### src/rtl/bus_arb.sv
// ============================================================================
// bus_arb : four-requester one-hot bus arbiter with hold timeout and release gap
// Optional round-robin priority when BUS_ARB_ROUND_ROBIN_EN is defined.
// Rev 1.0
// ============================================================================
`default_nettype none

module bus_arb #(
    parameter int HOLD_MAX_TICKS = 200,
    parameter int GAP_TICKS      = 2
) (
    input  logic       __clk,
    input  logic       clo_,
    input  logic [3:0] zg,
    output logic [3:0] zw,
    output logic       busy,
    output logic [1:0] gnt_id,
    output logic       arb_alarm,
    output logic [3:0] masked
);

    localparam int HW = $clog2(HOLD_MAX_TICKS + 1);
    localparam int GW = (GAP_TICKS > 1) ? $clog2(GAP_TICKS) : 1;
    localparam logic [HW-1:0] HOLD_LAST = HW'(HOLD_MAX_TICKS - 1);
    localparam logic [GW-1:0] GAP_LAST  = GW'((GAP_TICKS > 0) ? GAP_TICKS - 1 : 0);

    typedef enum logic [1:0] {
        IDLE  = 2'd0,
        GRANT = 2'd1,
        GAP   = 2'd2
    } state_t;

    state_t          state_q, state_d;
    logic [3:0]      zw_q, zw_d;
    logic            busy_q, busy_d;
    logic [1:0]      gnt_q, gnt_d;
    logic            alarm_q, alarm_d;
    logic [3:0]      masked_q, masked_d;
    logic [HW-1:0]   hold_q, hold_d;
    logic [GW-1:0]   gap_q, gap_d;
    logic [3:0]      mask_set;
    logic [3:0]      elig;
    logic [1:0]      win;
    logic [1:0]      idx;

    assign elig = zg & ~masked_q;

`ifdef BUS_ARB_ROUND_ROBIN_EN
    logic [1:0] rr_q, rr_d;

    // Search upward from the pointer; the lowest offset that is eligible wins.
    always_comb begin
        win = rr_q;
        idx = 2'd0;
        for (int k = 3; k >= 0; k--) begin
            idx = rr_q + 2'(k);
            if (elig[idx]) win = idx;
        end
    end

    always_comb begin
        rr_d = rr_q;
        if (state_q == IDLE && elig != 4'b0000) rr_d = win + 2'd1;
    end

    always_ff @(posedge __clk or negedge clo_) begin
        if (!clo_) rr_q <= 2'd0;
        else       rr_q <= rr_d;
    end
`else
    always_comb begin
        win = 2'd0;
        idx = 2'd0;
        for (int k = 3; k >= 0; k--) begin
            idx = 2'(k);
            if (elig[idx]) win = idx;
        end
    end
`endif

    always_comb begin
        state_d  = state_q;
        zw_d     = zw_q;
        gnt_d    = gnt_q;
        hold_d   = hold_q;
        gap_d    = gap_q;
        alarm_d  = 1'b0;
        mask_set = 4'b0000;
        case (state_q)
            IDLE: begin
                if (elig != 4'b0000) begin
                    zw_d    = 4'b0001 << win;
                    gnt_d   = win;
                    hold_d  = '0;
                    state_d = GRANT;
                end
            end
            GRANT: begin
                // A release on the timeout cycle wins over the timeout itself.
                if (!zg[gnt_q]) begin
                    zw_d    = 4'b0000;
                    gap_d   = '0;
                    state_d = (GAP_TICKS == 0) ? IDLE : GAP;
                end else if (hold_q == HOLD_LAST) begin
                    zw_d            = 4'b0000;
                    alarm_d         = 1'b1;
                    mask_set[gnt_q] = 1'b1;
                    gap_d           = '0;
                    state_d         = (GAP_TICKS == 0) ? IDLE : GAP;
                end else begin
                    hold_d = hold_q + 1'b1;
                end
            end
            GAP: begin
                if (gap_q == GAP_LAST) state_d = IDLE;
                else                   gap_d   = gap_q + 1'b1;
            end
            default: begin
                zw_d    = 4'b0000;
                state_d = IDLE;
            end
        endcase
        masked_d = (masked_q & zg) | mask_set;
        busy_d   = |zw_d;
    end

    always_ff @(posedge __clk or negedge clo_) begin
        if (!clo_) begin
            state_q  <= IDLE;
            zw_q     <= 4'b0000;
            busy_q   <= 1'b0;
            gnt_q    <= 2'd0;
            alarm_q  <= 1'b0;
            masked_q <= 4'b0000;
            hold_q   <= '0;
            gap_q    <= '0;
        end else begin
            state_q  <= state_d;
            zw_q     <= zw_d;
            busy_q   <= busy_d;
            gnt_q    <= gnt_d;
            alarm_q  <= alarm_d;
            masked_q <= masked_d;
            hold_q   <= hold_d;
            gap_q    <= gap_d;
        end
    end

    assign zw        = zw_q;
    assign busy      = busy_q;
    assign gnt_id    = gnt_q;
    assign arb_alarm = alarm_q;
    assign masked    = masked_q;

endmodule

`default_nettype wire
### config.mk
export PLATFORM = sky130hd
export DESIGN_NAME = bus_arb
export DESIGN_NICKNAME = d
export VERILOG_FILES = /design/src/rtl/bus_arb.sv
export SDC_FILE = /design/constraint.sdc
export NUM_CORES = 1
export LEC_CHECK = 0
export BUFFER_PORTS_ARGS = -buffer_cell sky130_fd_sc_hd__buf_2
export CAP_MARGIN = 25
export CORE_MARGIN = 8
export CORE_UTILIZATION = 47
export CTS_CLUSTER_SIZE = 20
export DETAILED_ROUTE_END_ITERATION = 8
export PLACE_DENSITY = 0.77
export SKIP_CTS_REPAIR_TIMING = 1
export SLEW_MARGIN = 0
export SYNTH_ARGS = -nofsm -noshare
export SYNTH_HDL_FRONTEND = slang
export SYNTH_SLANG_ARGS = --single-unit
export TNS_END_PERCENT = 20
### constraint.sdc
create_clock -name __clk -period 3.1 [get_ports __clk]
set_clock_uncertainty 0.2 [all_clocks]
set_input_delay 0.775 -clock __clk [delete_from_list [all_inputs] [get_ports __clk]]
set_output_delay 0.775 -clock __clk [all_outputs]
set_load 0.1 [all_outputs]
After elaboration in Yosys (flattened, before gate mapping)
Cells that the tools add are included.
W data, S select, Z words.
- flip-flop bits (word level): 23
- input bits: 6
- output and inout bits: 12
- logic and storage cells: 66
- add/subtract/negate cells: 2
- $lt $le $gt $ge: 2
- eq/ne operators: 8
- shifts and indexed selects: 1
- multiplexer cells: 31
- bitwise logic cells: 4
- reduce and logical (&&, ||, !) cells: 10
- operator list (operator ; number):
    $mux W4 ; 6
    $mux W8 ; 3
    $mux W2 ; 8
    $pmux W8 S2 ; 1
    $pmux W4 S3 ; 1
    $add A8 B1 Y8 const B ; 1
    $and A4 B4 Y4 ; 2
    $eq A8 B8 Y1 const B ; 1
    $mux W1 ; 8
    $ne A2 B2 Y1 const B ; 4
    $pmux W2 S3 ; 1
    $not A4 Y4 ; 1
    $or A4 B4 Y4 ; 1
    $reduce_and A2 Y1 ; 2
    $reduce_and A4 Y1 ; 1
    $reduce_bool A2 Y1 ; 2
    $reduce_bool A4 Y1 ; 1
    $reduce_or A4 Y1 ; 1
    $shl A1 B2 Y4 const A ; 1
    $lt A2 B3 Y1 const B ; 1
    $ne A3 B3 Y1 const B ; 1
    $reduce_and A3 Y1 ; 1
    $bmux W1 S2 ; 1
    $demux W1 S2 ; 1
    other kinds (7) ; 7

Logic depth before layout (Yosys ltp)
Gate-level depths: netlist of the first run.
- depth after elaboration: 10
- depth in mapped cells: 6
- depth with buffers taken out: 5

Worst setup path before layout of the first run
No wires, ideal clock.
- path type: register -> register
- start point: reg gnt_q[1], in the netlist gnt_id[1]
- end point: reg busy_q, in the netlist busy
- setup time: 138 ps
- arrival time: 2635 ps
- required time: 2762 ps
- slack: 126 ps
- stages on the path, launching flop included: 6
- path buffers: 0
- period minus slack after synthesis: 2974 ps
- cells stage by stage: dfrtp_1 mux4_2 and2_4 and2_4 o31a_1 or4b_1
- word-level cells in the longest chain between the ends: 5
- RTL lines (element ; line ; source):
    start, declared ; 36 ; logic [1:0] gnt_q, gnt_d;
    start signal, assigned ; 141 ; gnt_q <= gnt_d;
    $bmux W1 S2 ; 100 ; if (!zg[gnt_q]) begin
    $mux W1 (implied by the code) ; 100 ;
    $mux W4 ; 100 ;
    $pmux W4 S3 ; 89 ; case (state_q)
    named net zw_d[1] ; 34 ; logic [3:0] zw_q, zw_d;
    $reduce_or A4 Y1 ; 124 ; busy_d = |zw_d;
    named net busy_d ; 35 ; logic busy_q, busy_d;
    end signal, assigned ; 140 ; busy_q <= busy_d;
    end, declared ; 35 ;
The timed path passes the listed nets, and every way through them passes these cells. The select of a mux whose other input is x is not followed.
A chain may end at the register's enable or synchronous reset.

Final worst setup path of the first run
- start point: in zg[1]
- end point: reg busy_q, in the netlist busy
- word-level cells in the longest chain between the ends: 7
- elaborated cells on any way between the ends: 11
- those cells by class: shift: 1; mux: 7; bitwise: 1; reduce/logical: 2
- RTL lines (element ; line ; source):
    start, declared ; 14 ; input logic [3:0] zg,
    $and A4 B4 Y4 ; 46 ; assign elig = zg & ~masked_q;
    $mux W2 (2 in a row) ; 76 ; if (elig[idx]) win = idx;
    $shl A1 B2 Y4 ; 92 ; zw_d = 4'b0001 << win;
    $mux W4 ; 91 ; if (elig != 4'b0000) begin
    $pmux W4 S3 * ; 89 ;
    named net zw_d[1] ; 34 ;
    $reduce_or A4 Y1 * ; 124 ;
    named net busy_d ; 35 ;
Mark *: on every way through the listed nets, which the timed path passes. The rest lies on a longest branch. The select of a mux whose other input is x is not followed.

==> summary.txt, run 1 <==
Cells and area
  – P&R area growth vs syn: 11.9%
  – ANT cells: 0
  – Filler cells: 240
  – Share of cells above drive strength 1: 0.221
  – Fin nets: around 140
  – Design Area, Final: around 0.0013 mm2
  – Finished Layout Cells: 161

Critical path
  – R2r startpoint: gnt_id[1]
  – Worst Setup EP: busy
  – Worst R2R Setup Slack: 0.65 ns
  – CP endpoint kind: flop
  – Crit-path cells: buf_2 -> mux4_2 -> and2_4 -> and2_4 -> o31a_1 -> or4b_1
  – Crit path max-delay cell type: mux4_2
  – Worst Setup SP: zg[1]
  – Startpoint types: input pin
  – CP Class: in -> reg
  – CP Data Arrival Time: roughly 2.5 ns
  – CP required: roughly 3 ns
  – Largest stage delay, worst path: 0.48 ns
  – Crit-path max FO: 5
  – CP most frequent cell: and2_4
  – Worst r2r path cells: 5
  – R2r endpoint: busy

Clock network
  – CTS Buf Count: 3
  – TritonCTS clock tree: built
  – Root Driver: clkbuf_4
  – Clock transition at path regs: 0.12 ns
  – Clock latency on the worst-skew pair: between 0.3 and 0.4 ns
  – Max Root-Sink Buffers: 2
  – Htree depth: 1
  – Clock Sinks: 23

Routing
  – DR DRC count: 0
  – Via density per instance: approximately 5.7
  – Via count: 920
  – Met2 wire len: around 1100 um
  – Met1 Routed Length: around 1100 um
  – Final WL: roughly 2400 um
  – Initial drt markers: 39
  – Final ANT Viol Nets: 0
  – Metal3 WL: around 120 um
  – Top sig layer: met4
  – WL/cell: ~15 um
  – Drt first pass iters: 4

Logic synthesis
  – Top cells by area, synth: dfrtp_1 50%, nand2_1 5.2%, a32o_1 3.5%
  – Top cell type's share of synthesized area: 0.503
  – Asr flop ratio synth: 1.00
  – Post-synth EDFFs: 0
  – Top-count cell post-synth: dfrtp_1
  – Flops & latches, synth: 23
  – Netlist cell types: 39
  – Syn nets: between 100 and 150
  – Mapped Avg Cell Area: between 10 and 15 um2
  – Post-Synthesis Cells: approximately 110
  – Synth Flop Type: dfrtp_1
  – Synth cell count leaders: 23 x dfrtp_1, 16 x nand2_1, 7 x a21oi_1
  – Post-Syn Area: ~0.0011 mm2
  – Synth area leader: dfrtp_1
  – Synth Warn #: 0
  – Sequential area share after synthesis: 0.503

Floorplanning
  – Starting Density: 0.480
  – Row Count: 18
  – Die width: approximately 65 um
  – # IOs: 18
  – Die height: between 60 and 70 um
  – Die ar.: between 0.004 and 0.005 mm2
  – Core area: 0.00239 mm2

Place
  – Area post-placement: around 0.0013 mm2
  – Port Buffers: 17
  – Dpl cells: approximately 160
  – GP Congestion: between 0.8 and 0.9
  – Hpwl dp: 1800 um

STA
  – RSZ-0062 raised after global routing: no
  – Final Setup Violations: 0
  – Slew @ Worst Pin: between 0.5 and 0.6 ns
  – Final hold viol count: 0
  – Max-slew violation count: 0
  – Fmax: 403 MHz
  – Period minus WS final: between 2 and 2.5 ns
  – Final period utilization: 0.801
  – Hold_ws: approximately 0.21 ns
  – Setup TNS: 0 ns
  – Rel. slew slack: 0.665

Power and ir drop
  – Power per cell area: approximately 860 mW/mm2
  – Worst ir drop on vdd: approximately 0.7 mV
  – P_leak: 0.615 nW

Global routing
  – Vias in the first global route: roughly 950
  – Gr usage total: 0.123
  – Initial antenna violation count: 0
  – Grt ovf: 0
  – Largest net degree at the start of global routing: 24
  – First-pass GRT wire length: 4190 um

Job
  – MaxCap Viol Count: 0

Worst hold path
  – Hold Path Class: in -> async

Status
  – Outcome: completed
==> layout make-up <==
class                           count  area [um2]  share of cell area
Multi-Input combinational cell     82         534               0.417
Timing Repair Buffer               18        92.6              0.0723
Inverter                            4        15.0              0.0117
Clock buffer                        4        26.3              0.0205
Tap cell                           30        37.5              0.0293
Sequential cell                    23         576               0.449
==> report_power, final <==
part           switching (mW)  internal [mW]
logic                   0.377          0.147
registers              0.0801          0.360
clock network          0.0851         0.0503
total                   0.542          0.557
==> metal layers <==
metal,vias up,GRT usage
met5,-,0
met4,0,0.0490
met3,5,0.0289
met2,27,0.199
met1,437,0.153
li1,451,-
==> stage by stage <==
| stage | utilization | power [mW] | setup WS [ns] |
|---|---|---|---|
| final | 0.537 | 1.10 | 0.617 |
| after global routing | 0.537 | 1.17 | 0.561 |
| after CTS | 0.537 | 1.11 | 0.630 |
| after detailed placement | 0.526 | 0.967 | 0.290 |
| after global placement | 0.526 | 0.958 | 0.329 |
| after floorplan | - | 0.870 | 0.126 |
==> worst min-delay path by stage <==
stage                     startpoint        end  slack [ns]  cells past startpoint
after floorplan            hold_q[6]  hold_q[6]        0.27                      1
after global placement         zw[3]      zw[3]        0.30                      1
after detailed placement   hold_q[6]  hold_q[6]        0.31                      1
after CTS                       clo_  hold_q[2]        0.22                      1
after global routing            clo_  hold_q[2]        0.23                      1
final                           clo_      gap_q        0.21                      1
==> placed cells by master (no fill, tap or decap), types with 2 or more instances in the layout <==
cell type,count
nor2_1,5
and3_1,2
buf_2,17
inv_1,4
dfrtp_1,23
and2_4,2
nand3_1,5
nand2_1,16
nand4_1,3
a21oi_1,7
nor2b_1,2
nand2b_1,5
clkbuf_4,3
a31oi_1,2
mux2i_1,3
a32o_1,4
o21ai_0,5
==> registers in the layout (all words and copies together), names as in the netlist <==
signal and flops:
hold_q 8, masked 4, zw 4, gnt_id 2
state_q 2, arb_alarm 1, busy 1, gap_q 1
==> cell families (layout without fill, tap and decap cells) <==
family                   count (synthesis)  in the layout  share of synthesized area
XOR/XNOR                                 1              1                    0.00765
adder cells (fa/ha/maj)                  1              1                     0.0109
multiplexers                             4              4                     0.0459
flip-flops                              23             23                      0.503
buffers and inverters                    8             26                     0.0306
AO/OA/AOI/OAI                           28             28                      0.174
AND/OR/NAND/NOR                         48             48                      0.228
==> critical path: cells and delay by family <==
| kind | cells | cell delay [ns] |
|---|---|---|
| mux | 1 | 0.48 |
| compound gates | 1 | 0.28 |
| buf+inv | 1 | 0.12 |
| simple gates | 3 | 0.81 |
(Power assumes the default switching activity.)
==> run 2, diff against run 1 <==
==> constraint.sdc (replaced) <==
create_clock -name __clk -period 2.5 [get_ports __clk]
set_clock_uncertainty 0.2 [all_clocks]
set_input_delay 0.625 -clock __clk [delete_from_list [all_inputs] [get_ports __clk]]
set_output_delay 0.625 -clock __clk [all_outputs]
set_load 0.1 [all_outputs]
==> run 2 against run 1 <==
Global-route usage fell by 0.12 points; register-to-register slack got worse by 0.49 ns; non-clock buffer count rose by 11; setup slack got worse by 0.46 ns; wire length rose by 3.3%; via count rose by 9.7%; cell count rose by 6.8%; critical path type is now reg -> reg; critical endpoint unchanged; largest cell class unchanged.
==> summary.txt, run 2 (synthesis results as in run 1) <==
Critical path
  – CP Class: reg -> reg (was in -> reg)
  – Crit-path max FO: 6 (was 5)
  – Startpoint types: flop (was input pin)
  – CP required: 2.49 ns (was 3.09 ns)
  – CP Data Arrival Time: 2.33 ns (was 2.47 ns)
  – CP endpoint kind: flop (unchanged)
  – Worst r2r path cells: 5 (unchanged)

Place
  – Hpwl dp: 1930 um (was 1800 um)
  – Port Buffers: 17 (unchanged)
  – GP Congestion: 0.812 (was 0.886)
  – Pre-CTS WS: -0.108 ns (was 0.290 ns)

STA
  – RSZ-0062 raised after global routing: no (unchanged)
  – Hold_ws: 0.0661 ns (was 0.214 ns)
  – Max-slew violation count: 0 (unchanged)
  – Fmax: approximately 430 MHz
  – Final hold viol count: 0 (unchanged)
  – Final Setup Violations: 0 (unchanged)
  – Slew @ Worst Pin: 0.497 ns (was 0.502 ns)
  – Rel. slew slack: 0.668 (was 0.665)
  – Final critical-path setup slack: 0.161 ns (was 0.617 ns)
  – Period minus WS final: ~2.3 ns
  – Final period utilization: 0.936

Power and ir drop
  – Switch share: 0.476 (was 0.493)
  – Int Pwr: 0.749 mW (was 0.557 mW)
  – Worst ir drop on vdd: 0.768 mV (was 0.699 mV)
  – Comb pwr share: 0.497 (was 0.476)
  – Psw: 0.679 mW (was 0.542 mW)
  – Power per cell area: 1040 mW/mm2 (was 858 mW/mm2)
  – Clk pwr share: 0.116 (was 0.123)
  – P_leak: 0.665 nW (was 0.615 nW)
  – Flop pwr share: 0.388 (was 0.400)

Floorplanning
  – Die width: 65.4 um (unchanged)
  – Die ar.: 0.00427 mm2 (unchanged)
  – Die height: 65.4 um (unchanged)
  – # IOs: 18 (unchanged)
  – Starting Density: 0.480 (unchanged)
  – Row Count: 18 (unchanged)
  – Core area: 0.00239 mm2 (unchanged)

Clock network
  – Clock transition at path regs: 0.12 ns (about the same)
  – Max Root-Sink Buffers: 2 (unchanged)
  – TritonCTS clock tree: built (unchanged)
  – Clock latency on the worst-skew pair: 0.31 ns (about the same)
  – CTS Buf Count: 3 (unchanged)
  – Htree depth: 1 (unchanged)
  – Root Driver: clkbuf_4 (unchanged)
  – Clock Sinks: 23 (unchanged)

Global routing
  – Initial antenna violation count: 0 (unchanged)
  – Largest net degree at the start of global routing: 24 (unchanged)
  – First-pass GRT wire length: 4170 um (was 4190 um)
  – Grt ovf: 0 (unchanged)
  – Gr usage total: 0.121 (was 0.123)
  – Vias in the first global route: 974 (was 946)

Cells and area
  – ANT cells: 0 (unchanged)
  – Fin nets: 150 (was 139)
  – P&R area growth vs syn: 19.6% (was 11.9%)
  – Largest register FFs: 8 (unchanged)
  – Most common cell after layout, fill and taps aside: dfrtp_1 (unchanged)
  – Share of cells above drive strength 1: 0.296 (was 0.221)
  – Largest Register: hold_q (unchanged)
  – Commonest non-fill, non-tap cells in the layout: 21 x dfrtp_1, 17 x buf_2, 16 x nand2_1 (was 23 x dfrtp_1, 17 x buf_2, 16 x nand2_1)

Routing
  – WL/cell: 14.4 um (was 14.9 um)
  – Via count: 1009 (was 920)
  – Via density per instance: 5.87 (was 5.71)
  – Final WL: 2480 um (was 2400 um)
  – Initial drt markers: 75 (was 39)
  – Drt first pass iters: 4 (unchanged)
  – Final ANT Viol Nets: 0 (unchanged)
  – DR DRC count: 0 (unchanged)

Job
  – MaxCap Viol Count: 0 (unchanged)

Worst hold path
  – Hold Path Class: in -> async (unchanged)

Status
  – Outcome: completed (unchanged)
## run 2: changes by cell type in the layout (fill, tap and decap cells not counted)
| cell | change |
|---|---|
| buf_4 | +11 |
| dfrtp_1 | -2 |
| dfrtp_2 | +1 |
| dfrtp_4 | +1 |
## run 2: final timing paths
kind,slack [ns],from,end
max in group asynchronous,1.66,clo_,gnt_id[1]
setup / recovery,0.16,gnt_id[1],busy
hold / removal,0.07,clo_,hold_q[0]
min in group __clk,0.33,masked[3],masked[3]
hold reg to reg,0.33,masked[3],masked[3]
setup reg to reg,0.16,gnt_id[1],busy
## run 2: cell type report
type / instances / area, um2
multi-input cells: 82 / 534
inverters: 4 / 15.0
fillers: 220 / 1020
repair buffers: 29 / 175
flip-flops and latches: 23 / 581
well taps: 30 / 37.5
clock buffers: 4 / 26.3
## run 2: power groups by stage
stage | sequential [mW] | clock, mW | combinational (mW)
after floorplan | 0.777 | 0 | 0.309
after global placement | 0.551 | 0 | 0.706
after detailed placement | 0.556 | 0 | 0.715
after CTS | 0.551 | 0.174 | 0.716
after global routing | 0.566 | 0.185 | 0.765
final | 0.554 | 0.165 | 0.709
## run 2: worst max-delay path: stages, from the launching register on
cell	delay, ns
dfrtp_4	0.47
mux4_2	0.52
and2_4	0.18
and2_4	0.16
o22a_2	0.22
or4b_1	0.49
## run 2: per-layer routing
metal	routed length [um]	track usage	up-vias
met5	0	0	-
met4	21	0.0463	0
met3	97	0.0272	2
met2	1280	0.204	28
met1	1090	0.148	502
li1	-	-	477
## run 2: metrics by stage
step | util | setup TNS (ns) | instance area (um2) | power (mW) | instances
after detailed placement | 0.562 | -0.108 | 1340 | 1.27 | 168
after global placement | 0.562 | -0.0899 | 1340 | 1.26 | 168
after CTS | 0.573 | 0 | 1370 | 1.44 | 172
after global routing | 0.573 | 0 | 1370 | 1.52 | 172
after floorplan | - | -0.0531 | 1150 | 1.09 | 113
final | 0.573 | 0 | 1370 | 1.43 | 172
